$ cat src/rtl/srio_cmd_dispatch_pkg.sv
// rtl/srio_cmd_dispatch_pkg.sv - opcodes, response codes and FSM encoding for srio_cmd_dispatch
package srio_cmd_pkg;

   localparam logic [7:0] OP_SELF_CHECK   = 8'h21;
   localparam logic [7:0] OP_STATUS_QUERY = 8'h23;

   localparam logic [7:0] RSP_READY     = 8'h25;
   localparam logic [7:0] RSP_NOT_READY = 8'h2a;
   localparam logic [7:0] RSP_CMD_ERR   = 8'h2f;

   localparam logic [7:0] CH_NONE = 8'hff;

   typedef enum logic [2:0] {
      ST_IDLE,
      ST_GET_CH,
      ST_FLUSH,
      ST_ISSUE,
      ST_WAIT,
      ST_RESP0,
      ST_RESP1
   } state_e;

endpackage

$ cat src/rtl/srio_cmd_dispatch_timer.sv
// rtl/srio_cmd_dispatch_timer.sv - saturating per-attempt timeout counter with one-cycle expire
module cmd_timeout_timer #(
   parameter int TIMEOUT_W   = 10,
   parameter int TIMEOUT_VAL = 1000
) (
   input  logic clk,
   input  logic reset,
   input  logic clear_i,
   input  logic enable_i,
   output logic expire_o
);

   localparam logic [TIMEOUT_W-1:0] CNT_TOP  = TIMEOUT_W'(TIMEOUT_VAL);
   localparam logic [TIMEOUT_W-1:0] CNT_LAST = TIMEOUT_W'(TIMEOUT_VAL - 1);

   logic [TIMEOUT_W-1:0] count_q, count_d;

   always_comb begin
      count_d = count_q;
      if (clear_i) begin
         count_d = '0;
      end else if (enable_i && (count_q != CNT_TOP)) begin
         count_d = count_q + TIMEOUT_W'(1);
      end
   end

   // Fires in the enabled cycle whose increment lands on TIMEOUT_VAL; saturation keeps it single-shot.
   assign expire_o = enable_i && !clear_i && (count_q == CNT_LAST);

   always_ff @(posedge clk or posedge reset) begin
      if (reset) begin
         count_q <= '0;
      end else begin
         count_q <= count_d;
      end
   end

endmodule

$ cat src/rtl/srio_cmd_dispatch.sv
// rtl/srio_cmd_dispatch.sv - CPU command dispatcher driving per-channel self-check with retrying timeout
module srio_cmd_dispatch #(
   parameter int NUM_CH      = 4,
   parameter int DATA_W      = 8,
   parameter int TIMEOUT_W   = 10,
   parameter int TIMEOUT_VAL = 1000,
   parameter int MAX_RETRY   = 2
) (
   input  logic              clk,
   input  logic              reset,
   input  logic [DATA_W-1:0] cmd_axis_tdata_in,
   input  logic              cmd_axis_tvalid_in,
   input  logic              cmd_axis_tlast_in,
   output logic              cmd_axis_tready_out,
   output logic [NUM_CH-1:0] self_check_out,
   input  logic [NUM_CH-1:0] dsp_ready_in,
   output logic [DATA_W-1:0] cmd2cpu_tdata_out,
   output logic              cmd2cpu_tvalid_out,
   output logic              cmd2cpu_tlast_out,
   input  logic              cmd2cpu_tready_in,
   output logic              busy_out
);

   import srio_cmd_pkg::*;

   localparam logic [DATA_W-1:0] NUM_CH_L    = DATA_W'(NUM_CH);
   localparam logic [2:0]        MAX_RETRY_L = 3'(MAX_RETRY);

   state_e            state_q, state_d;
   logic [DATA_W-1:0] op_q, op_d, ch_q, ch_d, code_q, code_d;
   logic [2:0]        retry_q, retry_d;
   logic              cmd_tready_q, cmd_tready_d;
   logic [NUM_CH-1:0] self_check_q, self_check_d;
   logic [DATA_W-1:0] rsp_tdata_q, rsp_tdata_d;
   logic              rsp_tvalid_q, rsp_tvalid_d, rsp_tlast_q, rsp_tlast_d;
   logic              busy_q, busy_d;
   logic              cmd_accept, rsp_accept, expire, op_known;

   // Channel is matched against every index at full width, so out-of-range bytes never alias.
   function automatic logic ready_of(input logic [NUM_CH-1:0] rdy, input logic [DATA_W-1:0] ch);
      logic r;
      r = 1'b0;
      for (int i = 0; i < NUM_CH; i++) begin
         if (ch == DATA_W'(i)) r = rdy[i];
      end
      return r;
   endfunction

   cmd_timeout_timer #(
      .TIMEOUT_W  (TIMEOUT_W),
      .TIMEOUT_VAL(TIMEOUT_VAL)
   ) u_timer (
      .clk     (clk),
      .reset   (reset),
      .clear_i (state_q == ST_ISSUE),
      .enable_i(state_q == ST_WAIT),
      .expire_o(expire)
   );

   assign cmd_accept = cmd_axis_tvalid_in && cmd_tready_q;
   assign rsp_accept = rsp_tvalid_q && cmd2cpu_tready_in;
   assign op_known   = (op_q == DATA_W'(OP_SELF_CHECK)) || (op_q == DATA_W'(OP_STATUS_QUERY));

   always_comb begin
      state_d = state_q;
      op_d    = op_q;
      ch_d    = ch_q;
      code_d  = code_q;
      retry_d = retry_q;
      case (state_q)
         ST_IDLE: begin
            if (cmd_accept) begin
               op_d = cmd_axis_tdata_in;
               if (cmd_axis_tlast_in) begin
                  ch_d    = DATA_W'(CH_NONE);
                  code_d  = DATA_W'(RSP_CMD_ERR);
                  state_d = ST_RESP0;
               end else begin
                  state_d = ST_GET_CH;
               end
            end
         end
         ST_GET_CH: begin
            if (cmd_accept) begin
               ch_d = cmd_axis_tdata_in;
               if (!cmd_axis_tlast_in) begin
                  state_d = ST_FLUSH;
               end else if ((cmd_axis_tdata_in >= NUM_CH_L) || !op_known) begin
                  code_d  = DATA_W'(RSP_CMD_ERR);
                  state_d = ST_RESP0;
               end else if (op_q == DATA_W'(OP_STATUS_QUERY)) begin
                  code_d  = ready_of(dsp_ready_in, cmd_axis_tdata_in) ? DATA_W'(RSP_READY)
                                                                      : DATA_W'(RSP_NOT_READY);
                  state_d = ST_RESP0;
               end else begin
                  state_d = ST_ISSUE;
               end
            end
         end
         ST_FLUSH: begin
            if (cmd_accept && cmd_axis_tlast_in) begin
               code_d  = DATA_W'(RSP_CMD_ERR);
               state_d = ST_RESP0;
            end
         end
         ST_ISSUE: state_d = ST_WAIT;
         ST_WAIT: begin
            if (ready_of(dsp_ready_in, ch_q)) begin
               code_d  = DATA_W'(RSP_READY);
               state_d = ST_RESP0;
            end else if (expire) begin
               if (retry_q < MAX_RETRY_L) begin
                  retry_d = retry_q + 3'd1;
                  state_d = ST_ISSUE;
               end else begin
                  code_d  = DATA_W'(RSP_NOT_READY);
                  state_d = ST_RESP0;
               end
            end
         end
         ST_RESP0: if (rsp_accept) state_d = ST_RESP1;
         ST_RESP1: begin
            if (rsp_accept) begin
               retry_d = '0;
               state_d = ST_IDLE;
            end
         end
         default: state_d = ST_IDLE;
      endcase
   end

   // Outputs are registered from the next state so they line up with state_q.
   always_comb begin
      cmd_tready_d = (state_d == ST_IDLE) || (state_d == ST_GET_CH) || (state_d == ST_FLUSH);
      rsp_tvalid_d = (state_d == ST_RESP0) || (state_d == ST_RESP1);
      rsp_tlast_d  = (state_d == ST_RESP1);
      busy_d       = (state_d != ST_IDLE);
      rsp_tdata_d  = '0;
      if (state_d == ST_RESP0) rsp_tdata_d = code_d;
      if (state_d == ST_RESP1) rsp_tdata_d = ch_d;
      self_check_d = '0;
      for (int i = 0; i < NUM_CH; i++) begin
         self_check_d[i] = (state_d == ST_ISSUE) && (ch_d == DATA_W'(i));
      end
   end

   always_ff @(posedge clk or posedge reset) begin
      if (reset) begin
         state_q      <= ST_IDLE;
         op_q         <= '0;
         ch_q         <= '0;
         code_q       <= '0;
         retry_q      <= '0;
         cmd_tready_q <= 1'b0;
         self_check_q <= '0;
         rsp_tdata_q  <= '0;
         rsp_tvalid_q <= 1'b0;
         rsp_tlast_q  <= 1'b0;
         busy_q       <= 1'b0;
      end else begin
         state_q      <= state_d;
         op_q         <= op_d;
         ch_q         <= ch_d;
         code_q       <= code_d;
         retry_q      <= retry_d;
         cmd_tready_q <= cmd_tready_d;
         self_check_q <= self_check_d;
         rsp_tdata_q  <= rsp_tdata_d;
         rsp_tvalid_q <= rsp_tvalid_d;
         rsp_tlast_q  <= rsp_tlast_d;
         busy_q       <= busy_d;
      end
   end

   assign cmd_axis_tready_out = cmd_tready_q;
   assign self_check_out      = self_check_q;
   assign cmd2cpu_tdata_out   = rsp_tdata_q;
   assign cmd2cpu_tvalid_out  = rsp_tvalid_q;
   assign cmd2cpu_tlast_out   = rsp_tlast_q;
   assign busy_out            = busy_q;

endmodule
$ cat config.mk
export PLATFORM = sky130hd
export DESIGN_NAME = srio_cmd_dispatch
export DESIGN_NICKNAME = d
export VERILOG_FILES = /design/src/rtl/srio_cmd_dispatch_pkg.sv /design/src/rtl/srio_cmd_dispatch_timer.sv /design/src/rtl/srio_cmd_dispatch.sv
export SDC_FILE = /design/constraint.sdc
export NUM_CORES = 1
export LEC_CHECK = 0
export ABC_AREA = 1
export CORE_MARGIN = 2
export CORE_UTILIZATION = 51
export DETAILED_ROUTE_END_ITERATION = 8
export PLACE_DENSITY = 0.76
export SLEW_MARGIN = 20
export SYNTH_ARGS = -nofsm -noshare
export SYNTH_HDL_FRONTEND = slang
export SYNTH_SLANG_ARGS = --single-unit
$ cat constraint.sdc
create_clock -name clk -period 1.9 [get_ports clk]
set_clock_uncertainty 0.1 [all_clocks]
set_input_delay 0.38 -clock clk [delete_from_list [all_inputs] [get_ports clk]]
set_output_delay 0.38 -clock clk [all_outputs]
set_load 0.02 [all_outputs]
==> flow_metrics.env <==
export IMPL_layout_drive_gt1_share_pct=30.8
export IMPL_die_h_um=82.0
export IMPL_min_period_ns=1.94
export IMPL_grt_pass1_wl_mm=12.7
export IMPL_crit_type="flip-flop to flip-flop"
export IMPL_via_count=3102
export IMPL_antenna_found_initial=0
export IMPL_r2r_end="self_check_out[2]"
export IMPL_final_common_cell="nand2_1"
export IMPL_fill_cells=438
export IMPL_syn_nets=420
export IMPL_final_hold_viol_count=0
export IMPL_grt_max_degree=57
export IMPL_portBuffers=32
export IMPL_hpwl_mm=5.54
export IMPL_synth_seq_cells=56
export IMPL_drt_total_wl_mm=8.60
export IMPL_hold_slack_ns=0.313
export IMPL_clk_pin_slew_ns=0.11
export IMPL_vias_per_cell=5.39
export IMPL_dp_cells=551
export IMPL_htreeDepth=2
export IMPL_fin_cells=575
export IMPL_firstDrtPassIters=5
export IMPL_ant_nets=0
export IMPL_crit_path_frequent_cell="nand2_4"
export IMPL_ctsLongestPathBuffers=2
export IMPL_core_area_sq_um=5890
export IMPL_synthFlopType="dfrtp_1"
export IMPL_numCtsBuffers=5
export IMPL_grt_remaining_overflow=0
export IMPL_worst_ep_required_time_ns=2.04
export IMPL_timing_max_cap_violations=0
export IMPL_r2r_slack_ns=-0.04
export IMPL_dieArea_sq_um=6730
export IMPL_area_delta_synth_final_pct=39.9
export IMPL_start_util_pct=52.7
export IMPL_syn_area_per_cell_sq_um=7.76
export IMPL_diodes=0
export IMPL_vdd_ir_drop_max_v=0.000750
export IMPL_drt_iter0_markers=279
export IMPL_drc_errors=0
export IMPL_grt_use_total_pct=24.8
export IMPL_fin_total_pwr_mw=6.88
export IMPL_netlist_top_cells_area="dfrtp_1 (45%), nand2_1 (15%), inv_1 (5.0%)"
export IMPL_timing_final_crit_share_pct=102
export IMPL_routabilityCongestion=0.905
export IMPL_arrival_ns=2.08
export IMPL_die_w_um=82.0
export IMPL_yosysTopAreaCellShare_pct=45.1
export IMPL_tightest_slew_ns=0.324
export IMPL_r2r_start="state_q[1]"
export IMPL_placed_cell_area_sq_um=3880
export IMPL_critPathMaxFanout=6
export IMPL_synthArstFlopShare_pct=100
export IMPL_status="complete, but fails checks"
export IMPL_slew_headroom_pct=78.2
export IMPL_synthesis_area_sq_um=3100
export IMPL_fin_nets=519
export IMPL_setup_viol=7
export IMPL_cp_start_kind="flip-flop"
export IMPL_synth_edf_count=0
export IMPL_min_path_type="input pin to async pin"
export IMPL_violations="negative setup slack"
export IMPL_pin_count=33
export IMPL_tritoncts="yes"
export IMPL_slew_viol_final=0
export IMPL_path_cells="inv_4, nand3_4, buf_12, nand2_4, nand2_4, nor2_4, inv_2, nor4_4, nand2_1, nor2_1"
export IMPL_synth_top_area_cell="dfrtp_1"
export IMPL_fin_tns_setup_ns=-0.129
export IMPL_powerDensity_nw_per_um2=1580
export IMPL_rsz0062_at_grt="true"
export IMPL_cts_sinks=56
export IMPL_clockRootBuffer="clkbuf_8"
export IMPL_slowest_delay_ns=0.49
export IMPL_mostFrequentLayoutCells="nand2_1 (114), buf_4 (59), dfrtp_1 (54)"
export IMPL_max_clock_freq_ghz=0.515
export IMPL_first_global_vias=2920
export IMPL_p_leak_nw=2.17
export IMPL_finalInstanceArea_sq_um=4340
export IMPL_endpoint_kind="flip-flop"
export IMPL_synth_seq_area_share_pct=45.1
export IMPL_synthesis_instances=400
export IMPL_synthDistinctLibCells=41
export IMPL_setup_slack_ns=-0.0419
export IMPL_rows=28
export IMPL_post_drt_wl_per_cell_um=15.0
export IMPL_crit_slowest_cell="dfrtp_2"
export IMPL_insertion_delay_ns=0.32
export IMPL_r2r_cells=10
export IMPL_yosysWarnings=0
==> report_power, final <==
part,internal (mW),switching (mW)
sequential,1.59,0.267
clock,0.398,0.428
combinational,1.75,2.45
total,3.73,3.15
==> registers in the layout, summed over array words and instances (netlist names) <==
name and count:
cmd2cpu_tlast_out 1, retry_q 3, state_q 3, cmd2cpu_tdata_out 8, u_timer.count_q 10, op_q 8
self_check_out 4, busy_out 1, cmd2cpu_tvalid_out 1, code_q 8, cmd_axis_tready_out 1, ch_q 8
==> how the worst max path moves through the flow <==
stage	cells past startpoint	startpoint	to
5_1_grt	9	state_q[1]	self_check_out[2]
4_1_cts	10	state_q[1]	cmd2cpu_tdata_out[4]
2_1_floorplan	1	reset	busy_out
6_report	10	state_q[1]	self_check_out[2]
3_5_place_dp	11	dsp_ready_in[1]	cmd2cpu_tdata_out[3]
3_3_place_gp	11	cmd_axis_tvalid_in	self_check_out[3]
==> cells in the mapped netlist (2+ instances only) <==
library cell / n
nand4_1: 6
o21ai_1: 3
a22o_1: 2
nor2_4: 4
a21boi_0: 4
nand2_2: 7
o21ai_0: 17
nor3_1: 10
nor2_2: 5
nand3_1: 23
inv_2: 14
clkbuf_1: 2
inv_1: 41
o22ai_1: 2
nand3b_1: 3
nor2_1: 36
ha_1: 3
mux2_2: 2
nand2_1: 120
o21ai_2: 4
a21oi_1: 15
nor3b_1: 3
dfrtp_1: 56
==> stage by stage <==
step | worst slack [ns] | utilization, %
floorplan | 0.0487 | -
global placement | -0.299 | 66.0
detailed placement | -0.365 | 66.0
CTS | 0.00601 | 68.7
global route | -0.117 | 73.8
finish | -0.0419 | 73.8
==> critical path, delay by kind of cell (launching register included) <==
family        cells  cell delay [ns]
flops             1             0.49
simple gates      7             0.90
buf+inv           3             0.37
==> cells by family (layout without fill, tap and decap cells) <==
group | count (synthesis) | in the layout | synth area share (%)
DFF | 56 | 56 | 45.1
muxes | 2 | 2 | 0.725
and+or+nand+nor | 223 | 223 | 32.9
AOI/OAI and AO/OA | 55 | 55 | 11.8
adders and majority gates | 3 | 3 | 1.21
buffers and inverters | 60 | 160 | 7.94
xor gates and xnor gates | 1 | 1 | 0.282
==> cell type report <==
class                           count  area [sq um]  share of cell area [%]
Multi-Input combinational cell    284          1630                    37.6
Tap cell                           75          93.8                    2.16
Inverter                           56           223                    5.13
Clock buffer                        5          68.8                    1.58
Timing Repair Buffer               96           876                    20.2
Clock inverter                      3          47.5                    1.09
Sequential cell                    56          1400                    32.3
==> per-layer routing <==
metal / GRT usage (%) / vias to the layer above / share of wire (%)
met5: 0 / - / 0
met4: 11.7 / 0 / 4.5
met3: 4.18 / 42 / 5.0
met2: 43.6 / 123 / 51
met1: 29.3 / 1455 / 39
li1: - / 1482 / -
==> timing repair <==
action / CTS / global route
setup endpoints to repair: 13 / 28
gates cloned: 0 / 2
hold endpoints to repair: 0 / 0
gates resized for setup: 5 / 53
buffers inserted: 3 / 11
pin swaps: 0 / 24
hold buffers: 0 / 0
No activity file was read; power rests on OpenSTA's default activity.
